### src/rtl/pingpong_pkg.sv
// Shared types and constants for the ping/pong fill writer.
//   bank_state_t : per-bank fill state (EMPTY, FILLING, FULL)
//   pp_beat_t    : one input stream beat as seen by a bank
//   PP_A / PP_B  : encodings of the bank select (1 = A, 0 = B)
package pingpong_pkg;

  localparam int unsigned PP_DEPTH  = 16;
  localparam int unsigned PP_IDX_W  = 4;
  localparam int unsigned PP_DATA_W = 8;

  localparam logic [PP_IDX_W-1:0] PP_IDX_LAST = PP_IDX_W'(PP_DEPTH - 1);

  localparam logic PP_A = 1'b1;
  localparam logic PP_B = 1'b0;

  typedef enum logic [1:0] {
    EMPTY   = 2'd0,
    FILLING = 2'd1,
    FULL    = 2'd2
  } bank_state_t;

  typedef struct packed {
    logic [PP_DATA_W-1:0] data;
    logic                 last;
    logic [PP_IDX_W-1:0]  startofs;
  } pp_beat_t;

endpackage

### src/rtl/pingpong_bank_fill.sv
// One 16x8 bank with its fill state machine.
// Optional feature: define PINGPONG_ZERO_FILL_EN to clear every entry outside
// [startinc, endinc] on the closing edge.
// Ports:
//   clk, reset   : clock, asynchronous active-low reset
//   wr_en        : a beat is offered to this bank this cycle
//   beat         : data / last / start offset of the offered beat
//   rel_en       : the reader releases this bank (only acted on when FULL)
//   mem          : bank contents
//   needpang     : bank closed as a partial block
//   startinc     : first written index
//   endinc       : last written index
//   full_c       : bank is FULL (decoded from state)
//   close_c      : this cycle's beat closes the bank
module pingpong_bank_fill
  import pingpong_pkg::*;
(
  input  logic                                  clk,
  input  logic                                  reset,
  input  logic                                  wr_en,
  input  pp_beat_t                              beat,
  input  logic                                  rel_en,
  output logic [PP_DEPTH-1:0][PP_DATA_W-1:0]    mem,
  output logic                                  needpang,
  output logic [PP_IDX_W-1:0]                   startinc,
  output logic [PP_IDX_W-1:0]                   endinc,
  output logic                                  full_c,
  output logic                                  close_c
);

  bank_state_t         state;
  bank_state_t         state_nx;
  logic [PP_IDX_W-1:0] wptr;
  logic [PP_IDX_W-1:0] cur_ptr;
  logic [PP_IDX_W-1:0] cur_start;
  logic                accept;

  // State register
  always_ff @(posedge clk or negedge reset) begin
    if (!reset) state <= EMPTY;
    else        state <= state_nx;
  end

  // Next state; the first beat of a block takes its index from the offset
  always_comb begin
    state_nx  = state;
    cur_ptr   = (state == EMPTY) ? beat.startofs : wptr;
    cur_start = (state == EMPTY) ? beat.startofs : startinc;
    accept    = wr_en && (state != FULL);
    close_c   = accept && ((cur_ptr == PP_IDX_LAST) || beat.last);
    full_c    = (state == FULL);
    case (state)
      EMPTY, FILLING: if (accept) state_nx = close_c ? FULL : FILLING;
      FULL:           if (rel_en) state_nx = EMPTY;
      default:        state_nx = EMPTY;
    endcase
  end

  // Storage, write pointer and block descriptor
  always_ff @(posedge clk or negedge reset) begin
    if (!reset) begin
      mem      <= '0;
      wptr     <= '0;
      startinc <= '0;
      endinc   <= '0;
      needpang <= 1'b0;
    end else begin
      if (accept) begin
        mem[cur_ptr] <= beat.data;
        endinc       <= cur_ptr;
        wptr         <= cur_ptr + PP_IDX_W'(1);
        if (state == EMPTY) startinc <= beat.startofs;
        if (close_c) begin
          needpang <= (cur_start != '0) || (cur_ptr != PP_IDX_LAST);
`ifdef PINGPONG_ZERO_FILL_EN
          // A block never wraps, so the written range is contiguous
          for (int unsigned i = 0; i < PP_DEPTH; i++) begin
            if ((PP_IDX_W'(i) < cur_start) || (PP_IDX_W'(i) > cur_ptr))
              mem[i] <= '0;
          end
`else
`endif
        end
      end
      // Release only reaches a FULL bank, which never accepts in the same cycle
      if (rel_en && (state == FULL)) needpang <= 1'b0;
    end
  end

endmodule

### src/rtl/pingpong_fill_writer.sv
// Packs a valid/ready byte stream into two alternating 16-entry banks
// (A = ping, B = pong) and presents completed banks to the reader.
// Optional feature: PINGPONG_ZERO_FILL_EN zero-pads partial banks on close.
// Ports:
//   clk, reset                 : clock, asynchronous active-low reset
//   in_data/in_valid/in_ready  : input stream handshake
//   in_last                    : close the current bank early
//   in_startofs                : start offset, sampled on a bank's first beat
//   a00..a15, b00..b15         : bank contents
//   aneedpang, bneedpang       : bank holds a partial block
//   a/bneedpangstartinc/endinc : first / last written index
//   pingpong                   : presented bank, 1 = A, 0 = B
//   rd_valid                   : presented bank is FULL
//   rd_release                 : reader is done with the presented bank
module pingpong_fill_writer
  import pingpong_pkg::*;
(
  input  logic       clk,
  input  logic       reset,
  input  logic [7:0] in_data,
  input  logic       in_valid,
  output logic       in_ready,
  input  logic       in_last,
  input  logic [3:0] in_startofs,
  output logic [7:0] a00, a01, a02, a03, a04, a05, a06, a07,
  output logic [7:0] a08, a09, a10, a11, a12, a13, a14, a15,
  output logic [7:0] b00, b01, b02, b03, b04, b05, b06, b07,
  output logic [7:0] b08, b09, b10, b11, b12, b13, b14, b15,
  output logic       aneedpang,
  output logic       bneedpang,
  output logic [3:0] aneedpangstartinc,
  output logic [3:0] bneedpangstartinc,
  output logic [3:0] aneedpangendinc,
  output logic [3:0] bneedpangendinc,
  output logic       pingpong,
  output logic       rd_valid,
  input  logic       rd_release
);

  logic [PP_DEPTH-1:0][PP_DATA_W-1:0] a_mem;
  logic [PP_DEPTH-1:0][PP_DATA_W-1:0] b_mem;
  pp_beat_t beat;
  logic     wsel;
  logic     a_full_c, b_full_c;
  logic     a_close_c, b_close_c;
  logic     accept, rel_ok;

  assign beat.data     = in_data;
  assign beat.last     = in_last;
  assign beat.startofs = in_startofs;

  // Handshake and release steering
  assign in_ready = (wsel == PP_A) ? !a_full_c : !b_full_c;
  assign rd_valid = (pingpong == PP_A) ? a_full_c : b_full_c;
  assign accept   = in_valid && in_ready;
  assign rel_ok   = rd_release && rd_valid;

  pingpong_bank_fill u_bank_a (
    .clk      (clk),
    .reset    (reset),
    .wr_en    (accept && (wsel == PP_A)),
    .beat     (beat),
    .rel_en   (rel_ok && (pingpong == PP_A)),
    .mem      (a_mem),
    .needpang (aneedpang),
    .startinc (aneedpangstartinc),
    .endinc   (aneedpangendinc),
    .full_c   (a_full_c),
    .close_c  (a_close_c)
  );

  pingpong_bank_fill u_bank_b (
    .clk      (clk),
    .reset    (reset),
    .wr_en    (accept && (wsel == PP_B)),
    .beat     (beat),
    .rel_en   (rel_ok && (pingpong == PP_B)),
    .mem      (b_mem),
    .needpang (bneedpang),
    .startinc (bneedpangstartinc),
    .endinc   (bneedpangendinc),
    .full_c   (b_full_c),
    .close_c  (b_close_c)
  );

  // Write and read bank selects
  always_ff @(posedge clk or negedge reset) begin
    if (!reset) begin
      wsel     <= PP_A;
      pingpong <= PP_A;
    end else begin
      if (a_close_c || b_close_c) wsel <= ~wsel;
      if (rel_ok)                 pingpong <= ~pingpong;
    end
  end

  assign a00 = a_mem[0];  assign a01 = a_mem[1];  assign a02 = a_mem[2];  assign a03 = a_mem[3];
  assign a04 = a_mem[4];  assign a05 = a_mem[5];  assign a06 = a_mem[6];  assign a07 = a_mem[7];
  assign a08 = a_mem[8];  assign a09 = a_mem[9];  assign a10 = a_mem[10]; assign a11 = a_mem[11];
  assign a12 = a_mem[12]; assign a13 = a_mem[13]; assign a14 = a_mem[14]; assign a15 = a_mem[15];
  assign b00 = b_mem[0];  assign b01 = b_mem[1];  assign b02 = b_mem[2];  assign b03 = b_mem[3];
  assign b04 = b_mem[4];  assign b05 = b_mem[5];  assign b06 = b_mem[6];  assign b07 = b_mem[7];
  assign b08 = b_mem[8];  assign b09 = b_mem[9];  assign b10 = b_mem[10]; assign b11 = b_mem[11];
  assign b12 = b_mem[12]; assign b13 = b_mem[13]; assign b14 = b_mem[14]; assign b15 = b_mem[15];

endmodule

### config.mk
export PLATFORM = sky130hd
export DESIGN_NAME = pingpong_fill_writer
export DESIGN_NICKNAME = d
export VERILOG_FILES = /design/src/rtl/pingpong_pkg.sv /design/src/rtl/pingpong_bank_fill.sv /design/src/rtl/pingpong_fill_writer.sv
export SDC_FILE = /design/constraint.sdc
export NUM_CORES = 1
export LEC_CHECK = 0
export CORE_MARGIN = 2
export CORE_UTILIZATION = 53
export DETAILED_ROUTE_END_ITERATION = 8
export PLACE_DENSITY = 0.87
export SLEW_MARGIN = 20
export SYNTH_ARGS = -nofsm -noshare
export SYNTH_HDL_FRONTEND = slang
export SYNTH_HIERARCHICAL = 1
export SYNTH_SLANG_ARGS = --single-unit
### constraint.sdc
create_clock -name clk -period 4.4 [get_ports clk]
set_clock_uncertainty 0.15 [all_clocks]
set_input_delay 0.66 -clock clk [delete_from_list [all_inputs] [get_ports clk]]
set_output_delay 0.66 -clock clk [all_outputs]
set_load 0.05 [all_outputs]
## Word-level counts from Yosys, hierarchy flattened

Index checks and enable logic that the tools add are counted.

- $mul: 0
- Reduce and logical (&&, ||, !) cells: 35
- Div/mod/pow operators: 0
- Equality and inequality tests: 14
- Order comparisons: 4
- Add/sub/neg operators: 2
- Bitwise logic cells: 2
- Shift-type cells: 0
- Mux-type cells: 26

Operators with widths:

| operator | count |
|---|---|
| bitwise mux 128 bit | 2 |
| demux 8 bit (select 4 bit) | 2 |
| two-way mux 4 bit | 4 |
| two-way mux 8 bit | 2 |
| logical AND 1 bit | 14 |
| two-way mux 2 bit | 6 |
| less-than comparator 4 x 5 -> 1 bit (second input constant) | 2 |
| adder 4 x 1 -> 4 bit (second input constant) | 2 |
| == test 4 bit (second input constant) | 2 |
| >= comparator 4 x 1 -> 1 bit (second input constant) | 2 |
| two-way mux 1 bit | 8 |
| != test 2 x 1 -> 1 bit (second input constant) | 4 |
| != test 4 bit (second input constant) | 2 |
| one-hot mux 2 bit (2 select lines) | 2 |
| AND reduction 2 bit | 4 |
| nonzero test 2 bit | 4 |
| nonzero test 4 bit | 2 |
| logical OR 1 bit | 5 |
| == test 2 x 1 -> 1 bit (second input constant) | 2 |
| == test 2 bit (second input constant) | 2 |
| zero test 2 bit | 2 |
| != test 2 bit (second input constant) | 2 |
| OR reduction 2 bit | 2 |
| zero test 1 bit | 2 |
| NOT 1 bit | 2 |

- ROM bits: 0
- Register bits: 288
- Memories kept: 0
- Bits in writable memories: 0
- Latch bits: 0
- Input port bits: 17
- Output and inout port bits: 277

## Longest topological paths before layout

- Depth after elaboration: 10
- Gate-level depth with buffers: 12
- Gate-level depth less buffers: 8

## By module

The synthesis kept the hierarchy.

By module, submodules not included:

| module | times used | area each (um^2) | cells an instance |
|---|---|---|---|
| pingpong_bank_fill at u_bank_b | 1 | 5,816.8 | 378 |
| pingpong_bank_fill at u_bank_a | 1 | 5,774.3 | 383 |
| pingpong_fill_writer | 1 | 137.6 | 13 |

## Worst setup path after synthesis

OpenSTA, ideal clock, no wires.

- Kind: register -> register
- Start: register u_bank_a.state[1]
- End: register u_bank_a/mem[0] (netlist name)
- Setup time: 125 ps
- Slack: 1,761 ps
- Data required time: 4,125 ps
- Cell stages (with the launch flop): 9
- Buffers on the path: 2
- Period minus slack after synthesis: 2,639 ps
- Arrival: 2,364 ps
- Path through: dfrtp_1 -> buf_6 -> or2_1 -> buf_4 -> mux2i_1 -> ha_1 -> nand3_1 -> nor2_2 -> mux2_2

- Word-level cells in the longest chain between the ends: 7
- Elaborated cells between the ends (all ways): 15
- Classes of those cells: order compare: 2; eq/ne: 2; mux: 5; reduce/logical: 6

RTL lines:

| item | line | text |
|---|---|---|
| start, declared | pingpong_bank_fill.sv:31 | `bank_state_t state;` |
| start signal, assigned | pingpong_bank_fill.sv:41 | `else state <= state_nx;` |
| zero test 2 bit | pingpong_bank_fill.sv:47 | `cur_ptr = (state == EMPTY) ? beat.startofs : wptr;` |
| two-way mux 4 bit | pingpong_bank_fill.sv:47 |  |
| less-than comparator 4 x 5 -> 1 bit (implied by the code) or >= comparator 4 x 1 -> 1 bit (tied branches) | pingpong_bank_fill.sv:69 | `mem[cur_ptr] <= beat.data;` |
| logical AND 1 bit (implied by the code) | pingpong_bank_fill.sv:69 |  |
| two-way mux 8 bit (implied by the code) | pingpong_bank_fill.sv:69 |  |
| demux 8 bit (select 4 bit) | - |  |
| bitwise mux 128 bit | pingpong_bank_fill.sv:69 |  |
| end signal, assigned by index | pingpong_bank_fill.sv:69 |  |
| end, declared | pingpong_bank_fill.sv:23 | `output logic [PP_DEPTH-1:0][PP_DATA_W-1:0] mem,` |

Parallel ways exist; a longest one is shown, timed or not.
A chain may end at the register's enable or synchronous reset.

## Worst setup path in the final report

- Start: register u_bank_b.state[0]
- End: output in_ready

- Word-level cells in the longest chain between the ends: 3

RTL lines:

| item | line | text |
|---|---|---|
| start, declared | pingpong_bank_fill.sv:31 |  |
| start signal, assigned | pingpong_bank_fill.sv:41 |  |
| == test 2 bit | pingpong_bank_fill.sv:51 | `full_c = (state == FULL);` |
| net b_full_c | pingpong_fill_writer.sv:44 | `logic a_full_c, b_full_c;` |
| zero test 1 bit | pingpong_fill_writer.sv:53 | `assign in_ready = (wsel == PP_A) ? !a_full_c : !b_full_c;` |
| two-way mux 1 bit | pingpong_fill_writer.sv:53 |  |
| end, declared | pingpong_fill_writer.sv:22 | `output logic in_ready,` |

The timed path passes the listed nets, and every way through them passes these cells.

==> flow_metrics.tcl <==
set metrics [dict create \
    numCtsBuffers 29 \
    grt_start_max_net_pins 128 \
    die_h_um 152.8 \
    worstSetupEndpointType "output port" \
    cp_cell_sequence "nand2b_1 > inv_1 > mux2i_1 > clkdlybuf4s50_1" \
    grtUsageMet1_pct 37.60 \
    cts_max_path_buffers 3 \
    grt-ovfl-total 0 \
    detail-route-antenna-nets 0 \
    ys_seq_elements 288 \
    finalCritPeriodShare_pct 80.15 \
    avgSynthCellArea_um2 15.15 \
    async_flop_share_pct 100.0 \
    place.gp.congestion 0.8806 \
    grt_busiest_layer "met2" \
    core_mm2 0.02176 \
    drv_cap 0 \
    clk_pin_slew_ps 60 \
    crit_required_ps 3590 \
    ios 294 \
    min_path_type "in2async" \
    drtIter0Drc 393 \
    route.detailed.drc 0 \
    slowest_stage "clkdlybuf4s50_1" \
    drive_gt1_share_pct 33.00 \
    cts_resized 0 \
    cts_setup_buffers 0 \
    synthDistinctLibCells 53 \
    final-hold-violation-count 0 \
    start_util_pct 53.91 \
    grt_use_total_pct 27.68 \
    fillers 1378 \
    worstPathArrival_ps 2720 \
    status "completed" \
    maxSlewHeadroom_pct 29.13 \
    use_met3_pct 6.143 \
    clock_sinks 288 \
    slowest_delay_ps 840 \
    grt_setup_unrepaired "false" \
    vias 7798 \
    final.setup.tns_ps 0 \
    antenna_found_initial 0 \
    synthesis.nets 799 \
    clk_latency_ps 530 \
    grt_pass1_wl_mm 50.56 \
    dieArea_mm2 0.02334 \
    setup_violations 0 \
    grt_pass1_vias 8297 \
    period_minus_slack_ps 3526 \
    insertedDiodeCount 0 \
    dp_hpwl_mm 21.49 \
    syn_area_mm2 0.01173 \
    max_freq_mhz 283.6 \
    cts_tree "yes" \
    yosysSeqAreaShare_pct 61.47 \
    vias_per_cell 5.651 \
    crit_type "reg2out" \
    synthFlopType "dfrtp_1" \
    path_max_fanout 14 \
    drt-wirelength-per-cell_um 23.30 \
    gr-usage-met2_pct 44.97 \
    worst_pin_slew_ps 1060 \
    synth_edf_count 0 \
    fin_nets 1104 \
    rows 54 \
    cts_root_buffer "clkbuf_16" \
    syn_to_final_growth_pct 35.98 \
    ys_warn_count 6 \
    synthCells 774 \
    dr.pass1.iters 5 \
    maxSlewViolCount 0 \
    die_w_um 152.8 \
    cts_hold_buffers 0 \
    wl_mm 32.16 \
    cts-htree-levels 1 \
    startpoint_type "flop" \
    port_buffers 293 \
]
## through the flow
| stage | instance area [µm²] | cells | hold slack (ps) | worst slack [ps] | util, % |
|---|---|---|---|---|---|
| floorplan | 11730 | 774 | 214.4 | 1761 | - |
| global placement | 14990 | 1328 | 316.9 | 1109 | 68.90 |
| detailed placement | 14990 | 1328 | 325.8 | 1053 | 68.90 |
| CTS | 15950 | 1380 | 140.8 | 877.6 | 73.31 |
| global route | 15950 | 1380 | 179.2 | 736.8 | 73.31 |
| finish | 15950 | 1380 | 75.49 | 873.5 | 73.31 |
## worst paths after layout
check	depth (start not counted)	slack, ps	end	startpoint
max	4	870	in_ready	u_bank_b/state[0]$_DFFE_PN0P_
min	1	80	u_bank_b/wptr[2]$_DFFE_PN0P_	reset
max reg2reg	6	1110	u_bank_a/mem[9]$_DFFE_PN0P_	u_bank_a/state[1]$_DFFE_PN0P_
min reg2reg	1	350	u_bank_a/mem[53]$_DFFE_PN0P_	u_bank_a/mem[53]$_DFFE_PN0P_
max in group asynchronous	2	3020	u_bank_a/mem[32]$_DFFE_PN0P_	reset
min in group clk	1	350	u_bank_a/mem[53]$_DFFE_PN0P_	u_bank_a/mem[53]$_DFFE_PN0P_
## critical path: cells and delay by family, from the launching register on
| family | cells | cell delay (ps) |
|---|---|---|
| flops | 1 | 620 |
| mux | 1 | 220 |
| simple gates | 1 | 300 |
| buf+inv | 2 | 1040 |
## flip-flops by register name (all words and copies together), names as in the netlist
| register | cells |
|---|---|
| u_bank_a/mem | 128 |
| u_bank_b/mem | 128 |
| u_bank_a/endinc | 4 |
| u_bank_a/startinc | 4 |
| u_bank_a/wptr | 4 |
| u_bank_b/endinc | 4 |
| u_bank_b/startinc | 4 |
| u_bank_b/wptr | 4 |
| u_bank_a/state | 2 |
| u_bank_b/state | 2 |
| pingpong | 1 |
| u_bank_a/needpang | 1 |
| u_bank_b/needpang | 1 |
| wsel | 1 |
## routing by layer
| metal | share of wire [%] | routed length, µm |
|---|---|---|
| met1 | 42 | 13440 |
| met2 | 49 | 15680 |
| met3 | 6.4 | 2064 |
| met4 | 3.0 | 977 |
| met5 | 0 | 0 |
## synthesized netlist by cell type, types with 4 or more instances
master      n  area share [%]
nand2_1    16            0.51
a31oi_4     5            0.91
nor2_4     17             1.6
mux2_1      8            0.77
a22oi_1     4            0.26
nand3_1    12            0.51
mux2i_1     8            0.68
nand2b_1    4            0.21
nand3_2     7            0.60
nor2_2      8            0.43
ha_1        8            0.85
clkbuf_1   23            0.74
inv_1      13            0.42
buf_2       8            0.34
o21ai_0    10            0.43
a21oi_1    13            0.55
dfrtp_1   286              61
mux2_2    256              25
nor2_1     12            0.38
## area by class of cell
cell class                      count  area [µm²]  area share, %
Clock buffer                       44       842.1          5.280
Clock inverter                      8       117.6         0.7374
Inverter                           13       48.80         0.3060
Multi-Input combinational cell    438        4310          27.03
Sequential cell                   288        7209          45.20
Tap cell                          280       350.3          2.197
Timing Repair Buffer              309        3070          19.25
## cells in the final DEF, fill, tap and decap left out, types with 13 or more instances in the layout
cell type,n
a21oi_1,13
buf_4,15
clkbuf_16,29
clkdlybuf4s50_1,292
dfrtp_1,286
inv_1,13
mux2_2,256
nand2_1,16
nor2_4,17
## logic make-up (layout without fill, tap and decap cells)
logic type,Yosys count,count (layout),share of synthesized area (%)
muxes,273,273,26.16
DFF,288,288,61.47
xor gates and xnor gates,2,2,0.1494
buffers and inverters,48,374,1.782
adders and majority gates,8,8,0.8535
and+or+nand+nor,101,101,5.931
AOI/OAI and AO/OA,54,54,3.659
Power is not shown: default switching activity piles up to over one toggle a cycle in this logic, so the estimate is an artifact.
